<file path="config.mk">
export PLATFORM = sky130hd
export DESIGN_NAME = irq_ctrl_wb
export DESIGN_NICKNAME = d
export VERILOG_FILES = /design/src/rtl/irq_ctrl_wb.sv
export SDC_FILE = /design/constraint.sdc
export NUM_CORES = 1
export LEC_CHECK = 0
export ABC_CLOCK_PERIOD_IN_PS = 2800
export BUFFER_PORTS_ARGS = -buffer_cell sky130_fd_sc_hd__buf_2
export CORE_MARGIN = 10
export CORE_UTILIZATION = 47
export DETAILED_ROUTE_END_ITERATION = 10
export PLACE_DENSITY = 0.95
export SLEW_MARGIN = 20
export SYNTH_ARGS = -nofsm -noshare
export SYNTH_HDL_FRONTEND = slang
export SYNTH_SLANG_ARGS = --single-unit
</file>
<file path="constraint.sdc">
create_clock -name wb_clk_i -period 2.8 [get_ports wb_clk_i]
set_input_delay 0.28 -clock wb_clk_i [delete_from_list [all_inputs] [get_ports wb_clk_i]]
set_output_delay 0.28 -clock wb_clk_i [all_outputs]
set_load 0.01 [all_outputs]
</file>
<file path="src/rtl/irq_ctrl_wb.sv">
// -----------------------------------------------------------------------------
// irq_ctrl_wb
//
// This is a Wishbone-slave interrupt controller that sits in front of the CPU
// `interrupt` input. It does three jobs:
//   - It detects events on each source. Each source is set to rising-edge or
//     level mode.
//   - It latches those events into pending bits (PEND).
//   - It drives the registered vector PEND & MASK onto the CPU interrupt bus.
//
// Register map (word offsets, decoded from wb_adr_i[4:2]):
//   0x00 PEND  RO   pending bits
//   0x04 MASK  RW   1 = source enabled onto irq_o, reset 0
//   0x08 EDGE  RW   1 = rising-edge mode, 0 = level mode, reset all ones
//   0x0C CLR   WO   write 1 to clear a pending bit, reads 0
//   0x10 RAW   RO   synchronised source value (src_q)
//   0x14 SET   WO   write 1 to set a pending bit (software trigger), reads 0
//   0x18-0x1C       unmapped, answered with wb_err_o
// Bits at or above NUM_SRC read 0 and ignore writes.
//
// Ports:
//   wb_clk_i, wb_rst_i   clock, synchronous active-high reset
//   wb_adr_i ... wb_cyc_i Wishbone classic slave inputs
//   wb_dat_o, wb_ack_o   read data and acknowledge
//   wb_err_o             error for unmapped offsets
//   wb_rty_o             tied 0
//   irq_src_i            raw interrupt sources, already synchronous to wb_clk_i
//   irq_o                registered PEND & MASK, zero-extended to 32 bits
//   irq_any_o            registered OR of irq_o
//
// Handshake: every access is a classic single cycle. A request is
// cyc & stb while neither ack nor err is already high. Such a request is
// answered at the next clock edge with a one-cycle ack (mapped offset) or a
// one-cycle err (unmapped offset). A write and the read-data capture both
// happen at that answering edge. Read data shows the register value from
// before any update made at that same edge. The master holds stb until it
// sees ack or err.
// -----------------------------------------------------------------------------
module irq_ctrl_wb #(
    parameter int NUM_SRC = 6,
    parameter int AW      = 32,
    parameter int DW      = 32
) (
    input  logic               wb_clk_i,
    input  logic               wb_rst_i,
    input  logic [AW-1:0]      wb_adr_i,
    input  logic [DW-1:0]      wb_dat_i,
    input  logic [3:0]         wb_sel_i,
    input  logic               wb_we_i,
    input  logic               wb_stb_i,
    input  logic               wb_cyc_i,
    output logic [DW-1:0]      wb_dat_o,
    output logic               wb_ack_o,
    output logic               wb_err_o,
    output logic               wb_rty_o,
    input  logic [NUM_SRC-1:0] irq_src_i,
    output logic [31:0]        irq_o,
    output logic               irq_any_o
);

    localparam logic [2:0] OFF_PEND = 3'd0;
    localparam logic [2:0] OFF_MASK = 3'd1;
    localparam logic [2:0] OFF_EDGE = 3'd2;
    localparam logic [2:0] OFF_CLR  = 3'd3;
    localparam logic [2:0] OFF_RAW  = 3'd4;
    localparam logic [2:0] OFF_SET  = 3'd5;

    // Zero-extend a per-source vector to the 32-bit register and bus width.
    // Written this way so that it also works when NUM_SRC is 32.
    function automatic logic [31:0] zext(input logic [NUM_SRC-1:0] v);
        logic [31:0] r;
        r = '0;
        r[NUM_SRC-1:0] = v;
        return r;
    endfunction

    // -------------------------------------------------------------------------
    // State
    // -------------------------------------------------------------------------
    logic [NUM_SRC-1:0] pend_q;
    logic [NUM_SRC-1:0] mask_q;
    logic [NUM_SRC-1:0] edge_q;
    logic [NUM_SRC-1:0] src_q;
    logic [NUM_SRC-1:0] src_d;

    // -------------------------------------------------------------------------
    // Bus decode
    // -------------------------------------------------------------------------
    logic               access;
    logic               mapped;
    logic               do_write;
    logic [2:0]         off;
    logic [31:0]        lanes;
    logic [NUM_SRC-1:0] lane_bits;
    logic [NUM_SRC-1:0] wbits;
    logic [31:0]        rdata;

    always_comb begin
        // A request that was already answered is not served again. This keeps
        // ack and err to one-cycle pulses while the master still holds stb.
        access    = wb_cyc_i & wb_stb_i & ~wb_ack_o & ~wb_err_o;
        off       = wb_adr_i[4:2];
        mapped    = (off <= OFF_SET);
        do_write  = access & mapped & wb_we_i;
        lanes     = {{8{wb_sel_i[3]}}, {8{wb_sel_i[2]}},
                     {8{wb_sel_i[1]}}, {8{wb_sel_i[0]}}};
        lane_bits = lanes[NUM_SRC-1:0];
        // Data bits whose byte lane is enabled.
        wbits     = wb_dat_i[NUM_SRC-1:0] & lane_bits;
    end

    // Read mux. This is sampled into wb_dat_o at the answering edge, so it
    // shows the value from before any write made at that same edge.
    always_comb begin
        rdata = '0;
        case (off)
            OFF_PEND: rdata = zext(pend_q);
            OFF_MASK: rdata = zext(mask_q);
            OFF_EDGE: rdata = zext(edge_q);
            OFF_RAW:  rdata = zext(src_q);
            default:  rdata = '0;
        endcase
    end

    // -------------------------------------------------------------------------
    // Event detection and next-state
    // -------------------------------------------------------------------------
    logic [NUM_SRC-1:0] ev;
    logic [NUM_SRC-1:0] set_bits;
    logic [NUM_SRC-1:0] clr_bits;
    logic [NUM_SRC-1:0] pend_next;
    logic [NUM_SRC-1:0] mask_next;
    logic [NUM_SRC-1:0] edge_next;
    logic [NUM_SRC-1:0] irq_vec;

    always_comb begin
        // Edge mode: rising edge of the synchronised source.
        // Level mode: the synchronised source itself.
        // MASK does not affect event detection.
        ev       = (edge_q & src_q & ~src_d) | (~edge_q & src_q);

        set_bits = (do_write && off == OFF_SET) ? wbits : '0;
        clr_bits = (do_write && off == OFF_CLR) ? wbits : '0;

        // Setting wins over clearing. A CLR in the same cycle as an event
        // leaves the bit set. In level mode a high source keeps the bit set.
        pend_next = ev | set_bits | (pend_q & ~clr_bits);

        mask_next = mask_q;
        if (do_write && off == OFF_MASK) begin
            mask_next = (mask_q & ~lane_bits) | wbits;
        end

        edge_next = edge_q;
        if (do_write && off == OFF_EDGE) begin
            edge_next = (edge_q & ~lane_bits) | wbits;
        end

        // The output stage registers the current PEND & MASK. A MASK, SET or
        // CLR write committed at edge k therefore shows on irq_o at k+1.
        irq_vec = pend_q & mask_q;
    end

    // -------------------------------------------------------------------------
    // Registers
    // -------------------------------------------------------------------------
    always_ff @(posedge wb_clk_i) begin
        if (wb_rst_i) begin
            pend_q    <= '0;
            mask_q    <= '0;
            edge_q    <= '1;
            src_q     <= '0;
            src_d     <= '0;
            irq_o     <= '0;
            irq_any_o <= 1'b0;
            wb_ack_o  <= 1'b0;
            wb_err_o  <= 1'b0;
            wb_dat_o  <= '0;
        end else begin
            src_q     <= irq_src_i;
            src_d     <= src_q;
            pend_q    <= pend_next;
            mask_q    <= mask_next;
            edge_q    <= edge_next;
            irq_o     <= zext(irq_vec);
            irq_any_o <= |irq_vec;
            wb_ack_o  <= access & mapped;
            wb_err_o  <= access & ~mapped;
            if (access) begin
                wb_dat_o <= mapped ? rdata : '0;
            end
        end
    end

    assign wb_rty_o = 1'b0;

    // Address bits outside [4:2], data bits above NUM_SRC and the upper lane
    // enables do not affect behaviour. They are reduced here so that they
    // are not left dangling.
    logic unused_ok;
    assign unused_ok = ^{wb_adr_i, wb_dat_i, lanes};

endmodule

</file>
After elaboration in Yosys (flattened, before gate mapping)

Index checks and enable logic that the tools add are counted.

Bits in registers: 97
Bits of input ports: 79
Output and inout bits: 68
Logic and storage cells: 53

Magnitude comparators: 1
Equality and inequality tests: 5
Mux-type cells: 4
Bitwise operators: 26
Reductions and logical operators: 6

Operators with widths:

| cell                                          | number |
|---|---|
| bitwise AND 6 bit                             | 8 |
| two-way mux 32 bit                            | 1 |
| OR 6 bit                                      | 5 |
| NOT 6 bit                                     | 4 |
| one-hot mux 6 bit (4 select lines)            | 1 |
| two-way mux 6 bit                             | 2 |
| bitwise AND 1 bit                             | 6 |
| == test 3 x 2 -> 1 bit, second input constant | 2 |
| == test 3 bit, second input constant          | 2 |
| OR reduction 6 bit                            | 1 |
| logical AND 1 bit                             | 4 |
| == test 3 x 1 -> 1 bit, second input constant | 1 |
| <= comparator 3 bit, second input constant    | 1 |
| zero test 3 bit                               | 1 |
| NOT 1 bit                                     | 3 |

Logic depth before layout (Yosys ltp)

Depth after elaboration: 10
Mapped depth: 5
Depth with buffers taken out: 3

Least setup slack after synthesis

OpenSTA, ideal clock, no wires.

Path kind: flip-flop to flip-flop
From: register wb_err_o
To: register with a tool-made name
Setup time: 0.124 ns
Arrival: 1.116 ns
Required time: 2.676 ns
Path slack: 1.560 ns
Cell stages (with the launch flop): 6
Path buffers: 2
Clock period less this slack: 1.240 ns
Cell sequence: dfxtp_1 > nand4bb_1 > buf_6 > buf_8 > nor4_1 > o21ai_1

RTL lines:

| what                     | line | RTL |
|---|---|---|
| start: declaration       | 54   | `output logic wb_err_o,` |
| start signal: assignment | 188  | `wb_err_o <= access & ~mapped;` |

==> summary.txt <==
distinct cell type count after synthesis -> 38
I/O pins -> 147
setup TNS -> 0 ps
Area Overhead vs Synth -> 2.987%
hold buffers post-CTS -> 0
critical path startpoint category -> register
f_max -> 0.5410 GHz
hold_sp -> irq_src_i[4]
clock-pin slew on the worst setup and hold paths -> 80 ps
Clock power frac -> 0.376
Core Box Area -> 5075 sq um
die width -> 91.90 um
WS Path Type -> reg -> reg
Vias -> 1,901
CTS tree -> yes
min Tclk post-route -> 1848 ps
root buf cell -> clkbuf_8
vias in the first global route -> 1,881
r2r setup slk -> 950 ps
CP Data Arrival Time -> 2030 ps
unrepaired setup endpoints after global routing -> false
clock buffer depth -> 2
worst reg2reg path startpoint -> wb_err_o$_SDFF_PP0_
Initial Util -> 0.4788
Synth Cell Area -> 2430 sq um
GRT Resource Usage Total -> 0.1293
die area -> 8446 sq um
Post-CTS Resized -> 0
Hold Path Class -> in -> reg
Worst-Margin Slew -> 838.8 ps
antenna cells -> 0
layout cells sized above 1 -> 0.1828
CTS Buf Count -> 5
drt wl/cell -> 15.58 um
Layout Cells excl Fill -> 360
Final Cell Area -> 2502 sq um
DRC -> 0
PortBufs -> 35
Critical Path Source -> wb_err_o$_SDFF_PP0_
Synth Area in Simple Gates -> 0.2389
post-synthesis adder-cell area fraction -> 0
Logic pwr share -> 0.122
status -> finished clean
Row Count -> 26
Cells after Synth -> 265
drt initial violations -> 318
syn avg cell area -> 9.169 sq um
skew final -> 4.721 ps
Pwr per Cell Area -> 532.7 nW/um^2
H-tree levels -> 2
Fillers -> 476
sequential power share -> 0.502
WL final -> 5607 um
post-DR vias/cell -> 5.281
period utilisation layout -> 0.6601
Peak VDD IR -> 248.8 uV
die height -> 91.90 um
largest net degree at the start of global routing -> 33
area post-placement -> 2386 sq um
sequential-to-total area share from yosys stat -> 0.3708
HPWL after detailed placement -> 4170 um
Max-slew headroom -> 0.4376
# setup viols final -> 0
Final Max Tran Viols -> 0
Crit. End Element -> register
Setup Buffers After CTS -> 0
initial antenna violation count -> 0
crit-path max FO -> 19
post-synthesis register bit count -> 45
Yosys warning count -> 0
post-synthesis mux area share -> 0.03399
grt ovf -> 0
Sinks on Clock Net -> 45
largest family of logic cells by synthesized area -> simple AND/OR/NAND/NOR gates
WP data required -> 2980 ps
Antenna Nets Post-Route -> 0
Leakage -> 1.064 nW
Synth Area in XOR/XNOR -> 0
Synth Area in Compound Gates -> 0.1437
NumNets Final -> 368
sw frac -> 0.2515
gpl congestion -> 0.9383
switching power total -> 0.0003352 W
max-cap check violation count -> 0
first-pass GRT wire length -> 9197 um
placed insts -> 352
First-pass DRT Iterations -> 4
Hold Violations, Final -> 0
Internal -> 0.0009979 W
Clk Latency, worst-skew pair -> 300 ps
==> layout by cell type, fill, tap and decap left out, drive strengths merged, types with 2 or more instances in the layout <==
cell     Yosys  layout
nand4       12      12
nor2b       12      12
nor4         6       6
and3b        2       2
and4bb       7       7
nand3        6       6
buf         66      36
nor2         9       9
nand2b       2       2
a31oi       12      12
a21oi        7       7
and2b        2       2
conb         1      53
nand2       19      19
dfxtp       45      45
a211oi       6       6
and2         3       3
o21ai        6       6
nor4bb       6       6
clkbuf       5       7
o31ai       12      12
mux2         6       6
o2bb2ai      6       6
==> cells in the mapped netlist <==
master / instances / area, sq um
buf_4: 55 / 412.9
dfxtp_1: 45 / 900.9
nand2_1: 19 / 71.32
a31oi_1: 12 / 75.07
nand4_1: 12 / 75.07
nor2b_1: 12 / 75.07
o31ai_1: 12 / 90.09
nor2_1: 9 / 33.78
buf_2: 8 / 40.04
a21oi_1: 7 / 35.03
a211oi_1: 6 / 45.04
and4bb_1: 6 / 75.07
nand3_1: 6 / 30.03
nor4_1: 6 / 37.54
nor4bb_1: 6 / 60.06
o2bb2ai_1: 6 / 52.55
clkbuf_1: 5 / 18.77
mux2_4: 4 / 60.06
o21ai_1: 4 / 20.02
and2_1: 3 / 18.77
and3b_1: 2 / 17.52
buf_6: 2 / 22.52
nand2b_1: 2 / 12.51
o21ai_0: 2 / 10.01
a41oi_1: 1 / 8.760
and2b_2: 1 / 8.760
and2b_4: 1 / 10.01
and3_1: 1 / 6.260
and4bb_2: 1 / 12.51
buf_8: 1 / 15.01
conb_1: 1 / 3.750
inv_1: 1 / 3.750
mux2_1: 1 / 11.26
mux2_2: 1 / 11.26
nand3b_4: 1 / 20.02
nand4bb_1: 1 / 11.26
nor3_1: 1 / 5.000
o211ai_2: 1 / 12.51
==> through the flow <==
| stage | setup slack (ps) | hold slack, ps | power [W] | utilization |
|---|---|---|---|---|
| final | 951.7 | 182.7 | 0.001333 | 0.4931 |
| after global routing | 692.9 | 180.9 | 0.001383 | 0.4931 |
| after CTS | 952.9 | 177.3 | 0.001333 | 0.4931 |
| after detailed placement | 966.6 | 441.4 | 0.0008392 | 0.4702 |
| after global placement | 1085 | 445.9 | 0.0008342 | 0.4702 |
| after floorplan | 1560 | 408.2 | 0.0008586 | - |
==> power groups by stage <==
stage | sequential (W) | clock (W) | combinational (W)
floorplan | 0.000680 | 0 | 0.000178
global placement | 0.000682 | 0 | 0.000152
detailed placement | 0.000683 | 0 | 0.000156
CTS | 0.000668 | 0.000509 | 0.000157
global route | 0.000670 | 0.000533 | 0.000180
finish | 0.000669 | 0.000501 | 0.000163
==> cells by family after synthesis <==
| kind of cell | after synthesis |
|---|---|
| compound gates | 51 |
| mux | 6 |
| flops | 45 |
| simple gates | 90 |
| other cells | 1 |
| buf+inv | 72 |
==> layer usage <==
| metal | track usage | share of wire | vias to the layer above |
|---|---|---|---|
| met5 | 0 | 0 | - |
| met4 | 0.04370 | 0.019 | 0 |
| met3 | 0.04564 | 0.088 | 14 |
| met2 | 0.2224 | 0.50 | 102 |
| met1 | 0.1450 | 0.39 | 889 |
| li1 | - | - | 896 |
==> area by class of cell <==
class                      count  area [sq um]  share of cell area
inverter                       1         3.754            0.001500
sequential                    45         900.9              0.3600
clock inverter                 1         30.03             0.01200
clock buffer                   7         86.33             0.03450
timing repair buffer          36         182.7             0.07300
tap                           70         87.58             0.03500
multi-input combinational    200          1211              0.4840
==> path summary, 6_finish.rpt <==
kind                                       endpoint  cells past startpoint
worst max register to register             register                      3
worst min register to register  irq_o[0]$_SDFF_PP0_                      2
worst max-delay path                       register                      3
worst min-delay path            src_q[4]$_SDFF_PP0_                      2
==> worst max-delay path, stage by stage (launching register included) <==
cell and delay, ps:
dfxtp_1 320, nand4bb_1 750, nor4_1 550, o21ai_1 110
(Power assumes the default switching activity.)
